`config.mk`:
```
export PLATFORM = sky130hd
export DESIGN_NAME = rgbw_pwm
export DESIGN_NICKNAME = d
export VERILOG_FILES = /design/src/rtl/rgbw_pkg.sv /design/src/rtl/rgbw_pwm_channel.sv /design/src/rtl/rgbw_pwm.sv
export SDC_FILE = /design/constraint.sdc
export NUM_CORES = 1
export LEC_CHECK = 0
export ABC_AREA = 1
export BUFFER_PORTS_ARGS = -buffer_cell sky130_fd_sc_hd__clkbuf_2
export CAP_MARGIN = 10
export CORE_AREA = 2 2 103 105
export DETAILED_ROUTE_END_ITERATION = 16
export DIE_AREA = 0 0 105 107
export PLACE_DENSITY = 0.76
export SKIP_CTS_REPAIR_TIMING = 1
export SLEW_MARGIN = 5
export SYNTH_ARGS = -nofsm -noshare
export SYNTH_HDL_FRONTEND = slang
export SYNTH_SLANG_ARGS = --single-unit
```
`constraint.sdc`:
```
create_clock -name clk -period 9.05 [get_ports clk]
set_clock_uncertainty 0.2 [all_clocks]
set_input_delay 0.905 -clock clk [delete_from_list [all_inputs] [get_ports clk]]
set_output_delay 0.905 -clock clk [all_outputs]
set_load 0.01 [all_outputs]
```
`src/rtl/rgbw_pkg.sv`:
```
// RGBW PWM shared constants and FSM encoding.
// Imported by the top and the per-channel comparator.
package rgbw_pkg;

  localparam logic [7:0] PWM_TOP    = 8'd254;
  localparam logic [7:0] PHASE_STEP = 8'd64;

  typedef enum logic {
    IDLE = 1'b0,
    PEND = 1'b1
  } state_t;

endpackage

```
`src/rtl/rgbw_pwm_channel.sv`:
```
// One PWM channel: phase offset, mod-255 wrap,
// duty compare and registered output.
module pwm_channel
  import rgbw_pkg::*;
#(
  parameter bit STAGGER = 1'b1,
  parameter int K       = 0
) (
  input  logic       clk,
  input  logic       rst_n,
  input  logic       en,
  input  logic [7:0] cnt,
  input  logic [7:0] duty,
  output logic       pwm
);

  localparam logic [8:0] OFS =
    STAGGER ? 9'(K) * {1'b0, PHASE_STEP} : 9'd0;

  logic [8:0] sum;
  logic [7:0] ph;

  assign sum = {1'b0, cnt} + OFS;
  assign ph  = 8'((sum >= 9'd255) ? sum - 9'd255 : sum);

  always_ff @(posedge clk or negedge rst_n)
    if (!rst_n) pwm <= 1'b0;
    else        pwm <= en && (ph < duty);

endmodule

```
`src/rtl/rgbw_pwm.sv`:
```
// Four-channel RGBW PWM with shadowed duties/prescaler
// that switch over only on a period boundary.
module rgbw_pwm
  import rgbw_pkg::*;
#(
  parameter bit         PHASE_STAGGER = 1'b1,
  parameter logic [7:0] PRESC_RST     = 8'd0
) (
  input  logic       clk,
  input  logic       reset,
  input  logic       en,
  input  logic       load,
  input  logic [7:0] redIn,
  input  logic [7:0] greenIn,
  input  logic [7:0] blueIn,
  input  logic [7:0] whiteIn,
  input  logic [7:0] prescIn,
  output logic       redPwm,
  output logic       greenPwm,
  output logic       bluePwm,
  output logic       whitePwm,
  output logic       pending,
  output logic       applied,
  output logic       periodStart
);

  logic [1:0] rsync;
  logic       rst_n;

  // assert asynchronously, release two edges later
  always_ff @(posedge clk or negedge reset)
    if (!reset) rsync <= 2'b00;
    else        rsync <= {rsync[0], 1'b1};

  assign rst_n = rsync[1];

  logic [7:0] din [4];
  logic [7:0] shd [4];
  logic [7:0] act [4];
  logic [7:0] presc_shd;
  logic [7:0] presc_act;
  logic [7:0] pc;
  logic [7:0] cnt;
  logic       tick;
  logic       boundary;
  logic       copy;
  logic [3:0] pwm;
  state_t     state;
  state_t     nxt;

  assign din[0] = redIn;
  assign din[1] = greenIn;
  assign din[2] = blueIn;
  assign din[3] = whiteIn;

  assign tick     = en && (pc == presc_act);
  assign boundary = tick && (cnt == PWM_TOP);

  always_ff @(posedge clk or negedge rst_n)
    if (!rst_n) begin
      pc  <= 8'd0;
      cnt <= 8'd0;
    end else if (!en) begin
      pc  <= 8'd0;
      cnt <= 8'd0;
    end else if (tick) begin
      pc  <= 8'd0;
      cnt <= (cnt == PWM_TOP) ? 8'd0 : cnt + 8'd1;
    end else begin
      pc  <= pc + 8'd1;
    end

  // a load always wins over a pending copy
  always_comb begin
    nxt  = state;
    copy = 1'b0;
    unique case (state)
      IDLE: if (load) nxt = PEND;
      PEND: if (!load && (boundary || !en)) begin
        nxt  = IDLE;
        copy = 1'b1;
      end
    endcase
  end

  always_ff @(posedge clk or negedge rst_n)
    if (!rst_n) begin
      state       <= IDLE;
      presc_shd   <= PRESC_RST;
      presc_act   <= PRESC_RST;
      applied     <= 1'b0;
      periodStart <= 1'b0;
      for (int k = 0; k < 4; k++) begin
        shd[k] <= 8'd0;
        act[k] <= 8'd0;
      end
    end else begin
      state       <= nxt;
      applied     <= copy;
      periodStart <= boundary;
      if (load) begin
        presc_shd <= prescIn;
        for (int k = 0; k < 4; k++) shd[k] <= din[k];
      end
      if (copy) begin
        presc_act <= presc_shd;
        for (int k = 0; k < 4; k++) act[k] <= shd[k];
      end
    end

  assign pending = (state == PEND);

  for (genvar k = 0; k < 4; k++) begin : g_ch
    pwm_channel #(
      .STAGGER (PHASE_STAGGER),
      .K       (k)
    ) u_ch (
      .clk   (clk),
      .rst_n (rst_n),
      .en    (en),
      .cnt   (cnt),
      .duty  (act[k]),
      .pwm   (pwm[k])
    );
  end

  assign redPwm   = pwm[0];
  assign greenPwm = pwm[1];
  assign bluePwm  = pwm[2];
  assign whitePwm = pwm[3];

endmodule

```
Word level (Yosys, flattened, before mapping) --
Index checks and enable logic that the tools add are counted.
Storage, ports and cells: register bits 105, bits of input ports 44, output and inout bits 7, logic and storage cells 65
Cells by class: $add $sub $neg 9, $lt $le $gt $ge 8, eq/ne operators 3, multiplexer cells 14, bitwise logic cells 1, reduce and logical (&&, ||, !) cells 10
Operators with widths (number):
- $mux W8 | 9
- $lt A8 B8 Y1 | 4
- $sub A8 B8 Y8 const B | 4
- $ge A9 B8 Y1 const B | 3
- $add A8 B8 Y9 const B | 2
- $add A8 B1 Y8 const B | 2
- $add A8 B7 Y9 const B | 1
- $eq A8 B8 Y1 | 1
- $eq A8 B8 Y1 const B | 1
- $ge A8 B8 Y1 const B | 1
- $logic_and A1 B1 Y1 | 7
- $mux W1 | 4
- $logic_not A1 Y1 | 2
- $ne A2 B1 Y1 const B | 1
- $pmux W1 S2 | 1
- $logic_or A1 B1 Y1 | 1
- $not A1 Y1 | 1

Logic depth before layout (Yosys ltp) --
Gate-level depths: netlist (run 1).
depth after elaboration 7, mapped depth 15, gate-level depth less buffers 14

Hierarchy --
A second synthesis (run 1) with hierarchy kept.
Second synthesis, totals: cells, all modules 740, area total of the unflattened synthesis 5821.8 sq um
By module, submodules not included:
- rgbw_pwm | times used 1, cells an instance 469, area each 4149.0 sq um, seq. area each 2527.4 sq um
- pwm_channel at g_ch[1].u_ch | times used 1, cells an instance 74, area each 459.2 sq um, seq. area each 25.0 sq um
- pwm_channel at g_ch[3].u_ch | times used 1, cells an instance 72, area each 447.9 sq um, seq. area each 25.0 sq um
- pwm_channel at g_ch[2].u_ch | times used 1, cells an instance 65, area each 424.2 sq um, seq. area each 25.0 sq um
- pwm_channel at g_ch[0].u_ch | times used 1, cells an instance 60, area each 341.6 sq um, seq. area each 25.0 sq um

Worst setup path before layout (run 1) --
No wires, ideal clock.
path type register to register, from register cnt[6], to register g_ch[1].u_ch.pwm, setup time 0.077 ns, arrival 1.973 ns, required time 8.773 ns, setup slack 6.799 ns, cell stages (with the launch flop) 15, buffers on the path 1, period minus slack after synthesis 2.251 ns, path through dfrtp_1 -> inv_1 -> ha_1 -> nand3_1 -> nor2_1 -> nor2_1 -> nand2_1 -> buf_2 -> o21ai_0 -> ha_1 -> nand2_1 -> inv_1 -> nand3_1 -> nand3_1 -> a21oi_1
On the way: word-level cells in the longest chain between the ends 5, elaborated cells on any way between the ends 6, classes of those cells 2 x add/sub; 2 x order compare; 1 x mux; 1 x reduce/logical
RTL lines:
- start, declared | RTL line rgbw_pwm.sv:43 | logic [7:0] cnt;
- start signal, assigned | RTL line rgbw_pwm.sv:68 | cnt <= (cnt == PWM_TOP) ? 8'd0 : cnt + 8'd1;
- $add A8 B7 Y9 (*) | RTL line rgbw_pwm_channel.sv:23 | assign sum = {1'b0, cnt} + OFS;
- $sub A8 B8 Y8 / $ge A9 B8 Y1 (equally long branches) | RTL line rgbw_pwm_channel.sv:24 | assign ph = 8'((sum >= 9'd255) ? sum - 9'd255 : sum);
- $mux W8 (*) | RTL line rgbw_pwm_channel.sv:24
- $lt A8 B8 Y1 (*) | RTL line rgbw_pwm_channel.sv:28 | else pwm <= en && (ph < duty);
- $logic_and A1 B1 Y1 (*) | RTL line rgbw_pwm_channel.sv:28
- end signal, assigned | RTL line rgbw_pwm_channel.sv:28
- end, declared | RTL line rgbw_pwm_channel.sv:14 | output logic pwm
Mark *: on every way between the ends. The rest lies on a longest branch, timed or not. A chain may end at the register's enable or synchronous reset.

Worst setup path in the final report (run 1) --
from register cnt[0], to register act[23] in the netlist's numbering
On the way: word-level cells in the longest chain between the ends 6
RTL lines:
- $eq A8 B8 Y1 | RTL line rgbw_pwm.sv:57 | assign boundary = tick && (cnt == PWM_TOP);
- $logic_and A1 B1 Y1 | RTL line rgbw_pwm.sv:57
- $logic_or A1 B1 Y1 | RTL line rgbw_pwm.sv:79 | PEND: if (!load && (boundary || !en)) begin
- $logic_and A1 B1 Y1 | RTL line rgbw_pwm.sv:79
- $mux W1 | RTL line rgbw_pwm.sv:79
- $mux W1 | RTL line rgbw_pwm.sv:77 | unique case (state)
- end signal, assigned by index | RTL line rgbw_pwm.sv:95 | act[k] <= 8'd0;
- end, declared | RTL line rgbw_pwm.sv:39 | logic [7:0] act [4];
No other way between the ends.

==> impl_metrics.toml, run 1 <==
[outcome]
status = "complete, no violations"

[routing]
wl_per_cell_um = 12.94
drtAntennaViolNets = 0
drt_wl_total_mm = 10.53
drt_first_pass_iters = 4
drt_via_density = 4.989
initial_drc_count = 176
drt_drc_violations_left = 0
vias = 4061

[sta]
worst_slew_margin_rel = 0.2869
timing.fmax_mhz = 328.1
rsz_0062_raised_after_global_routing = "false"
crit_share_post_route = 0.3368
max_slew.worst_pin.slew_ns = 1.070
count_of_endpoints_failing_hold_in_the_final_timing_report = 0
finalSetupViolCount = 0
fin_tns_setup_ns = 0
finalWorstPathRequiredPeriod_ns = 3.048
final_number_of_max_transition_violations = 0

[finish]
drive_gt1_frac = 0.1696
final_nets = 752
antenna_cells = 0
layout.filler_cells = 994
synth_to_final_area_change_pct = 8.634

[critical_path]
crit_path_end_kind = "register"
r2r.worst_path.cells = 7
criticalPathCategory = "reg -> reg"
timing.reg2reg.setup_slack_ns = 6.00
critical_path.startpoint = "cnt[0]"
critPathRequiredTime_ns = 9.08
crit_path_end = "act[23]"
crit_path_max_fanout = 81
rr_startpoint = "cnt[0]"
r2r-end = "act[23]"
crit_arrival_ns = 3.08
startpoint_type = "register"

[cts]
h-tree-depth = 3
clock-sinks = 105
clk-insertion-delay-late_ns = 0.37
clock-root-buffer = "clkbuf_8"
clock_path_buffers = 2
path_clk_slew_ns = 0.09
cts-buffers-inserted = 9
cts_tree = "done"

[power_and_ir_drop]
power.ir.vdd_worst_mv = 0.09862
total_power_consumption_of_the_routed_design_uw = 994.1
power.static_leakage_uw = 0.003109
p_per_area_nw_per_um2 = 167.1

[floorplan]
io_pins = 51
floorplan.die.height_um = 107
dieWidth_um = 105
placement_rows = 37
die_area_um2 = 11240
core_area_um2 = 10090
start_util = 0.5428

[yosys]
syn_inst = 630
synth.yosys.seq_area_share = 0.4797
yosys.area.top_type = "dfrtp_1"
number_of_distinct_library_cell_variants_in_the_gate_level_netlist_after_synthesis = 27
synth_top_cells_by_area = "dfrtp_1, nand2_1, ha_1"
syn_area_per_cell_um2 = 8.695
ys_seq_elements = 105
syn_nets = 709
synth_area_um2 = 5478
synth_top_area_frac = 0.4797
synth.yosys.warnings = 0

[hold_path]
hold_path.class = "in -> async"

[global_route]
pin_count_of_the_biggest_net_entering_global_routing = 82
total_routing_usage_reported_by_global_routing = 0.2002
grt-ovfl-total = 0
number_of_global_route_vias_before_repair = 3950
antenna_found_initial = 0
global_route_wire_length_before_repair_mm = 17.86

[placed_design]
gp_congestion = 0.9119
dp.final_hpwl_mm = 7.543
io_buffers = 50

[run]
maxCapViolCount = 0
## layout by cell type, fill, tap and decap left out, types with 2 or more instances in the layout
cell      count
ha_1         35
nand2_1     153
o21ai_0      66
clkinv_2      2
nor3_1        2
inv_1       106
clkbuf_8     10
clkbuf_1      2
clkbuf_2     50
nand4_1       2
o21ai_2      41
nor2_1       28
o22ai_1       5
xor2_1       14
a211oi_1      4
buf_4         2
a21oi_1      18
dfrtp_1     104
nor2_4        2
nand3_1      20
## kinds of logic (layout without fill, tap and decap cells)
family | Yosys count | after routing | share of synthesized area
AO/OA/AOI/OAI | 136 | 136 | 0.1560
XOR/XNOR | 14 | 14 | 0.02239
flip-flops | 105 | 105 | 0.4797
buffers and inverters | 126 | 174 | 0.09799
AND/OR/NAND/NOR | 213 | 213 | 0.1633
adder cells (fa/ha/maj) | 35 | 35 | 0.07995
other | 1 | 1 | 0.0006846
## sequential cells by signal, summed over array words and instances (netlist names)
signal / flops
act: 32
applied: 1
cnt: 8
g_ch.u_ch.pwm: 4
pc: 8
pending: 1
periodStart: 1
presc_act: 8
presc_shd: 8
rsync: 2
shd: 32
## stage by stage
step / utilization / hold slack, ns / area [µm²] / worst slack, ns / cells
final: 0.5896 / 0.1038 / 5951 / 6.002 / 814
after global routing: 0.5896 / 0.07856 / 5951 / 5.768 / 814
after CTS: 0.5896 / 0.08034 / 5951 / 5.992 / 814
after detailed placement: 0.5725 / 0.1476 / 5778 / 5.884 / 798
after global placement: 0.5725 / 0.1432 / 5778 / 6.011 / 798
after floorplan: - / 0.1312 / 5478 / 5.708 / 630
## how the worst min path moves through the flow
stage / from / to / cells after the start
global route: reset / rsync[1] / 1
floorplan: rsync[0] / rsync[1] / 0
detailed placement: rsync[0] / rsync[1] / 0
finish: reset / rsync[1] / 1
global placement: rsync[0] / rsync[1] / 0
CTS: reset / rsync[1] / 1
## cells in the mapped netlist
| cell type | instances |
|---|---|
| a211oi_1 | 4 |
| a21oi_1 | 18 |
| a21oi_2 | 1 |
| and3_1 | 1 |
| buf_2 | 3 |
| buf_6 | 8 |
| clkbuf_1 | 9 |
| conb_1 | 1 |
| dfrtp_1 | 105 |
| ha_1 | 35 |
| inv_1 | 106 |
| nand2_1 | 153 |
| nand2_2 | 1 |
| nand3_1 | 20 |
| nand3_4 | 1 |
| nand4_1 | 2 |
| nand4_2 | 1 |
| nand4_4 | 1 |
| nor2_1 | 28 |
| nor2_4 | 2 |
| nor3_1 | 2 |
| o21ai_0 | 66 |
| o21ai_1 | 1 |
| o21ai_2 | 41 |
| o22ai_1 | 5 |
| or2_1 | 1 |
| xor2_1 | 14 |
## metal layers
metal	vias up	GRT usage	share of wire
met4	0	0.1029	0.027
li1	2079	-	-
met2	83	0.3275	0.48
met3	20	0.03465	0.042
met5	-	0	0
met1	1879	0.2567	0.45
## critical path, stage by stage, from the launching register on
cell	delay, ns
dfrtp_1	0.53
inv_1	0.32
ha_1	0.26
nand4_4	0.14
o21ai_2	0.22
nand3_4	0.73
nand2_1	0.35
o21ai_2	0.08
## final cells by class
type,count,area (µm²),area share
Tap cell,136,170.2,0.02860
Multi-Input combinational cell,399,2313,0.3888
Inverter,106,397.9,0.06686
Timing Repair Buffer,52,265.3,0.04458
Sequential cell,105,2631,0.4422
Clock inverter,4,27.53,0.004626
Clock buffer,12,145.1,0.02439
## power breakdown
group | switching, µW | total [µW] | internal [µW] | leakage, µW
sequential | 31.9 | 554 | 522 | 0.00133
combinational | 103 | 171 | 68.0 | 0.00169
clock | 160 | 269 | 109 | 0.0000907
total | 296 | 994 | 699 | 0.00311
(Power assumes the default switching activity.)
==> run 2: changes to the inputs <==
--- a/config.mk
+++ b/config.mk
@@ -5,13 +5,13 @@
 export SDC_FILE = /design/constraint.sdc
 export NUM_CORES = 1
 export LEC_CHECK = 0
-export ABC_AREA = 1
+export ABC_AREA = 0
 export BUFFER_PORTS_ARGS = -buffer_cell sky130_fd_sc_hd__clkbuf_2
 export CAP_MARGIN = 10
-export CORE_AREA = 2 2 103 105
+export CORE_AREA = 2 2 116 118
 export DETAILED_ROUTE_END_ITERATION = 16
-export DIE_AREA = 0 0 105 107
-export PLACE_DENSITY = 0.76
+export DIE_AREA = 0 0 118 120
+export PLACE_DENSITY = 0.77
 export SKIP_CTS_REPAIR_TIMING = 1
 export SLEW_MARGIN = 5
 export SYNTH_ARGS = -nofsm -noshare
==> constraint.sdc (replaced) <==
create_clock -name clk -period 2.5 [get_ports clk]
set_clock_uncertainty 0.2 [all_clocks]
set_input_delay 0.25 -clock clk [delete_from_list [all_inputs] [get_ports clk]]
set_output_delay 0.25 -clock clk [all_outputs]
set_load 0.01 [all_outputs]
==> impl_metrics.toml, run 2 <==
[floorplan]
die_area_um2 = 14160
dieWidth_um = 118
core_area_um2 = 12980
placement_rows = 42
io_pins = 51
floorplan.die.height_um = 120
start_util = 0.5324

[yosys]
top_reg_cell_synth = "dfrtp_1"
syn_inst = 721
synth.yosys.seq_area_share = 0.3802
ys_seq_elements = 105
yosys.cell_count.top_type = "dfrtp_1"
number_of_distinct_library_cell_variants_in_the_gate_level_netlist_after_synthesis = 62
synth_top_cells_by_area = "dfrtp_1, o211ai_1, mux2_2"
yosys-top-cells-count = "dfrtp_1, o211ai_1, nand3_1, nor2_1, and3_1"
syn_nets = 800
synth_area_um2 = 6910
yosys.area.top_type = "dfrtp_1"
synth.yosys.warnings = 0
syn_area_per_cell_um2 = 9.584
synth_top_area_frac = 0.3802
async_flop_share = 1.000
synth-edff-count = 0

[critical_path]
critPathRequiredTime_ns = 2.55
critical_path.n_buffers_inverters = 1
crit_path_max_fanout = 5
cell_breakdown_of_the_critical_path = "clkinv_4 > ha_4 > nand4b_1 > a2bb2oi_4 > nand2_2 > xnor2_2 > ha_1 > a211o_1 > nor4b_2 > mux2i_1 > a2111oi_2"
startpoint_type = "register"
crit_arrival_ns = 3.13
slowest_stage = "dfrtp_2"
crit_family = "compound AO/OA/AOI/OAI gates"
critPathMaxStageDelay_ns = 0.40
criticalPathCategory = "reg -> reg"
crit_path_end_kind = "register"

[routing]
drt_via_density = 6.315
drtAntennaViolNets = 0
wl_per_cell_um = 19.91
drt_wl_total_mm = 20.53
initial_drc_count = 598
drt_drc_violations_left = 0
vias = 6511
drt_first_pass_iters = 5

[global_route]
pin_count_of_the_biggest_net_entering_global_routing = 85
total_routing_usage_reported_by_global_routing = 0.2743
grt-ovfl-total = 0
number_of_global_route_vias_before_repair = 6030
global_route_wire_length_before_repair_mm = 30.97
antenna_found_initial = 0

[cts]
clock-root-buffer = "clkbuf_16"
clock_path_buffers = 2
clk-insertion-delay-late_ns = 0.36
clock-sinks = 105
path_clk_slew_ns = 0.07
cts_tree = "done"
h-tree-depth = 3
cts-buffers-inserted = 9

[placed_design]
gp_congestion = 0.9901
io_buffers = 50
dp.final_hpwl_mm = 13.17
detailed_place.area_um2 = 7844

[finish]
mostFrequentLayoutCell = "dfrtp_1"
synth_to_final_area_change_pct = 30.47
final_design_area_no_fill_um2 = 9016
leading_cell_types_in_the_layout_fill_and_taps_excluded = "dfrtp_1, buf_4, o211ai_1"
antenna_cells = 0
drive_gt1_frac = 0.3228
final_nets = 929
layout_top_registers = "act x32, shd x32"

[power_and_ir_drop]
p_per_area_nw_per_um2 = 475.2
power.static_leakage_uw = 0.003976
power.ir.vdd_worst_mv = 0.4158
total_power_consumption_of_the_routed_design_uw = 4284

[sta]
rsz_0062_raised_after_global_routing = "true"
worst_slew_margin_rel = 0.3156
count_of_endpoints_failing_hold_in_the_final_timing_report = 0
finalSetupViolCount = 42
crit_share_post_route = 1.231
final_number_of_max_transition_violations = 0
max_slew.worst_pin.slew_ns = 1.027
timing.fmax_mhz = 324.9
finalWorstPathRequiredPeriod_ns = 3.077
setup_slack_ns = -0.5775

[outcome]
violations = "setup timing"
status = "finished with violations"

[run]
maxCapViolCount = 0

[hold_path]
hold_path.class = "reg -> async"
-- run 2: cell types whose count changed after synthesis, sizes merged, moves of 28 or more --
cell / previous run / this run
a311oi: 0 / 29
and3: 1 / 45
clkbuf: 9 / 43
inv: 106 / 34
mux2: 0 / 41
nand2: 154 / 18
nand3: 21 / 50
o211ai: 0 / 73
o21ai: 108 / 18
xnor2: 0 / 28
-- run 2: cell families (layout without fill, tap and decap cells) --
kind of cell	after synthesis	count (layout)	share of synthesized area
other cells	1	1	0.0005427
buf+inv	100	234	0.06301
flops	105	105	0.3802
fa+ha+maj	35	35	0.06337
compound gates	183	183	0.2097
xor+xnor	32	32	0.04056
mux	43	43	0.06971
simple gates	222	222	0.1729
-- run 2: area by class of cell --
class                           instances  area [µm²]
Multi-Input combinational cell        516        4194
Fill cell                             966        3964
Sequential cell                       105        2634
Timing Repair Buffer                  183        1499
Clock buffer                           12       256.5
Tap cell                              176       220.2
Inverter                               35       138.9
Clock inverter                          4       73.82
-- run 2: per-stage QoR --
step	hold WS [ns]	util	std cells	TNS (ns)	worst slack, ns
final	0.1295	0.6946	1031	-3.204	-0.5775
after global routing	0.1348	0.6946	1031	-6.860	-0.8006
after floorplan	-0.2456	-	721	-0.5294	-0.3634
after CTS	-0.5469	0.6297	977	-1.263	-0.4601
after global placement	-0.1639	0.6043	961	-0.8720	-0.3076
after detailed placement	-0.1623	0.6043	961	-1.140	-0.4304
-- run 2: report_power, final --
part | switching [µW] | internal (µW) | total [µW]
clock network | 661 | 936 | 1600
logic | 358 | 377 | 735
registers | 128 | 1820 | 1950
-- run 2: metal layers --
metal  part of all wire  wire length, µm  GRT usage  vias up
li1                   -                -          -     2943
met1               0.42             8693     0.3625     3275
met2               0.49            10070     0.4539      256
met3              0.061             1244    0.03612       37
met4              0.025              514     0.1190        0
met5                  0                0          0        -
-- run 2: worst reg2reg max path: stages (launching register included) --
cell       delay [ns]
dfrtp_2          0.40
clkinv_4         0.08
ha_4             0.27
nand4b_1         0.14
a2bb2oi_4        0.24
nand2_2          0.09
xnor2_2          0.13
ha_1             0.30
a211o_1          0.32
nor4b_2          0.32
mux2i_1          0.17
a2111oi_2        0.30
-- run 2: worst paths after layout --
check / slack, ns / endpoint / depth (start not counted) / startpoint
worst max register to register: -0.58 / g_ch[1].u_ch.pwm / 11 / cnt[6]
min in group clk: 0.14 / presc_act[5] / 4 / load
worst min-delay path: 0.13 / act[26] / 0 / rsync[1]
worst min register to register: 0.13 / act[26] / 0 / rsync[1]
max in group asynchronous: 1.38 / presc_act[4] / 1 / rsync[1]
worst max-delay path: -0.58 / g_ch[1].u_ch.pwm / 11 / cnt[6]
==> run 3: changes to the inputs <==
--- a/config.mk
+++ b/config.mk
@@ -8,10 +8,13 @@
 export ABC_AREA = 0
 export BUFFER_PORTS_ARGS = -buffer_cell sky130_fd_sc_hd__clkbuf_2
 export CAP_MARGIN = 10
-export CORE_AREA = 2 2 116 118
+export CELL_PAD_IN_SITES_DETAIL_PLACEMENT = 1
+export CELL_PAD_IN_SITES_GLOBAL_PLACEMENT = 1
+export CORE_AREA = 2 2 120 122
 export DETAILED_ROUTE_END_ITERATION = 16
-export DIE_AREA = 0 0 118 120
-export PLACE_DENSITY = 0.77
+export DIE_AREA = 0 0 122 124
+export PLACE_DENSITY = 0.86
+export RECOVER_POWER = 100
 export SKIP_CTS_REPAIR_TIMING = 1
 export SLEW_MARGIN = 5
 export SYNTH_ARGS = -nofsm -noshare
==> constraint.sdc (replaced) <==
create_clock -name clk -period 3.95 [get_ports clk]
set_clock_uncertainty 0.2 [all_clocks]
set_input_delay 0.395 -clock clk [delete_from_list [all_inputs] [get_ports clk]]
set_output_delay 0.395 -clock clk [all_outputs]
set_load 0.01 [all_outputs]
==> impl_metrics.toml, run 3 (same netlist as run 2, synthesis figures left out) <==
[run]
maxCapViolCount = 2

[cts]
h-tree-depth = 3
clk-insertion-delay-late_ns = 0.36
clock-root-buffer = "clkbuf_16"
path_clk_slew_ns = 0.07
cts_tree = "done"
cts-buffers-inserted = 9
clock-sinks = 105
clock_path_buffers = 2

[sta]
finalWorstPathRequiredPeriod_ns = 3.615
max_slew.worst_pin.slew_ns = 2.245
crit_share_post_route = 0.9152
rsz_0062_raised_after_global_routing = "false"
finalSetupViolCount = 0
final_number_of_max_transition_violations = 89
timing.fmax_mhz = 276.6
whs_ns = 0.06099
count_of_endpoints_failing_hold_in_the_final_timing_report = 0
fin_tns_setup_ns = 0
worst_slew_margin_rel = -0.4967

[floorplan]
die_area_um2 = 15130
floorplan.die.height_um = 124
start_util = 0.5037
placement_rows = 43
io_pins = 51
dieWidth_um = 122
core_area_um2 = 13720

[critical_path]
criticalPathCategory = "reg -> reg"
cpMostUsedCell = "ha_1"
r2r-end = "g_ch[1].u_ch.pwm"
r2r.worst_path.cells = 11
critical_path.startpoint = "cnt[6]"
rr_startpoint = "cnt[6]"
critPathMaxStageDelay_ns = 0.48
crit_path_max_fanout = 9
cell_breakdown_of_the_critical_path = "clkinvlp_4 > ha_1 > nand4b_1 > a2bb2oi_4 > nand2_1 > xnor2_1 > ha_1 > a211o_1 > nor4b_1 > mux2i_1 > a2111oi_2"
crit_path_end_kind = "register"
timing.reg2reg.setup_slack_ns = 0.33
crit_arrival_ns = 3.67
startpoint_type = "register"
critPathRequiredTime_ns = 4.00
slowest_stage = "dfrtp_2"
crit_path_end = "g_ch[1].u_ch.pwm"

[finish]
leading_cell_types_in_the_layout_fill_and_taps_excluded = "dfrtp_1, o211ai_1, nor2_1"
mostFrequentLayoutCell = "dfrtp_1"
final_nets = 819
layout_top_registers = "act x32, shd x32"
antenna_cells = 0
drive_gt1_frac = 0.1626
synth_to_final_area_change_pct = 8.474

[global_route]
grt-ovfl-total = 0
global_route_wire_length_before_repair_mm = 33.96
pin_count_of_the_biggest_net_entering_global_routing = 85
number_of_global_route_vias_before_repair = 6482
total_routing_usage_reported_by_global_routing = 0.2879
antenna_found_initial = 0

[hold_path]
hold_path.class = "in -> reg"
source_of_the_worst_hold_timing_path = "redIn[1]"

[placed_design]
io_buffers = 50
dp.final_hpwl_mm = 13.56
gp_congestion = 0.9078

[outcome]
status = "finished with violations"
violations = "capacitance limit, slew limit"

[routing]
drtAntennaViolNets = 0
drt_via_density = 6.525
drt_drc_violations_left = 0
vias = 6029
drt_wl_total_mm = 20.29
drt_first_pass_iters = 5
wl_per_cell_um = 21.96
initial_drc_count = 348

[power_and_ir_drop]
pwr-share-comb = 0.141
internal_power_uw = 1877
p_sw_uw = 700.5
power.clock.fraction = 0.377
power_frac_seq = 0.482
power.ir.vdd_worst_mv = 0.2404
p_per_area_nw_per_um2 = 343.9
power.share.switching = 0.2717
power.static_leakage_uw = 0.003246
run 3: worst max-delay path, delay by kind of cell (launching register included):
kind | cells | cell delay, ns
buffers and inverters | 1 | 0.22
flip-flops | 1 | 0.48
XOR/XNOR | 1 | 0.14
AO/OA/AOI/OAI | 3 | 0.96
AND/OR/NAND/NOR | 3 | 0.63
adder cells (fa/ha/maj) | 2 | 0.71
multiplexers | 1 | 0.17
run 3: layer usage:
layer,vias to the layer above,routed length (µm),global-route usage
met1,3105,8824,0.3716
met3,39,825,0.03526
met4,0,440,0.1272
li1,2726,-,-
met2,159,10200,0.4874
met5,-,0,0
run 3: power groups by stage:
stage	logic [µW]	registers (µW)	clock network (µW)
final	363	1240	973
after global routing	405	1260	1020
after CTS	373	1240	983
after detailed placement	368	1260	0
after global placement	342	1250	0
after floorplan	264	1240	0
run 3: worst min-delay path by stage:
stage	endpoint	slack, ns	depth (start not counted)
after CTS	rsync[1]	-0.40	1
after global routing	shd[26]	0.07	2
after floorplan	rsync[0]	-0.10	0
after global placement	rsync[0]	-0.02	1
after detailed placement	rsync[0]	-0.02	1
final	shd[25]	0.06	2
run 3: area by class of cell:
cell class	count	area (µm²)
flip-flops and latches	105	2633
clock buffers	10	229.0
inverters	35	135.1
multi-input cells	516	3794
repair buffers	73	399.1
well taps	180	225.2
fillers	1590	6223
clock inverters	5	81.33
run 3: stage by stage:
step | std cells | utilization | setup slack, ns | power, µW | cell area, µm²
2_1_floorplan | 721 | - | 0.6085 | 1501 | 6910
3_3_place_gp | 908 | 0.5300 | 0.5499 | 1594 | 7271
3_5_place_dp | 908 | 0.5300 | 0.2585 | 1630 | 7271
4_1_cts | 923 | 0.5526 | 0.2425 | 2597 | 7581
5_1_grt | 924 | 0.5464 | 0.1333 | 2682 | 7496
6_report | 924 | 0.5464 | 0.3349 | 2578 | 7496
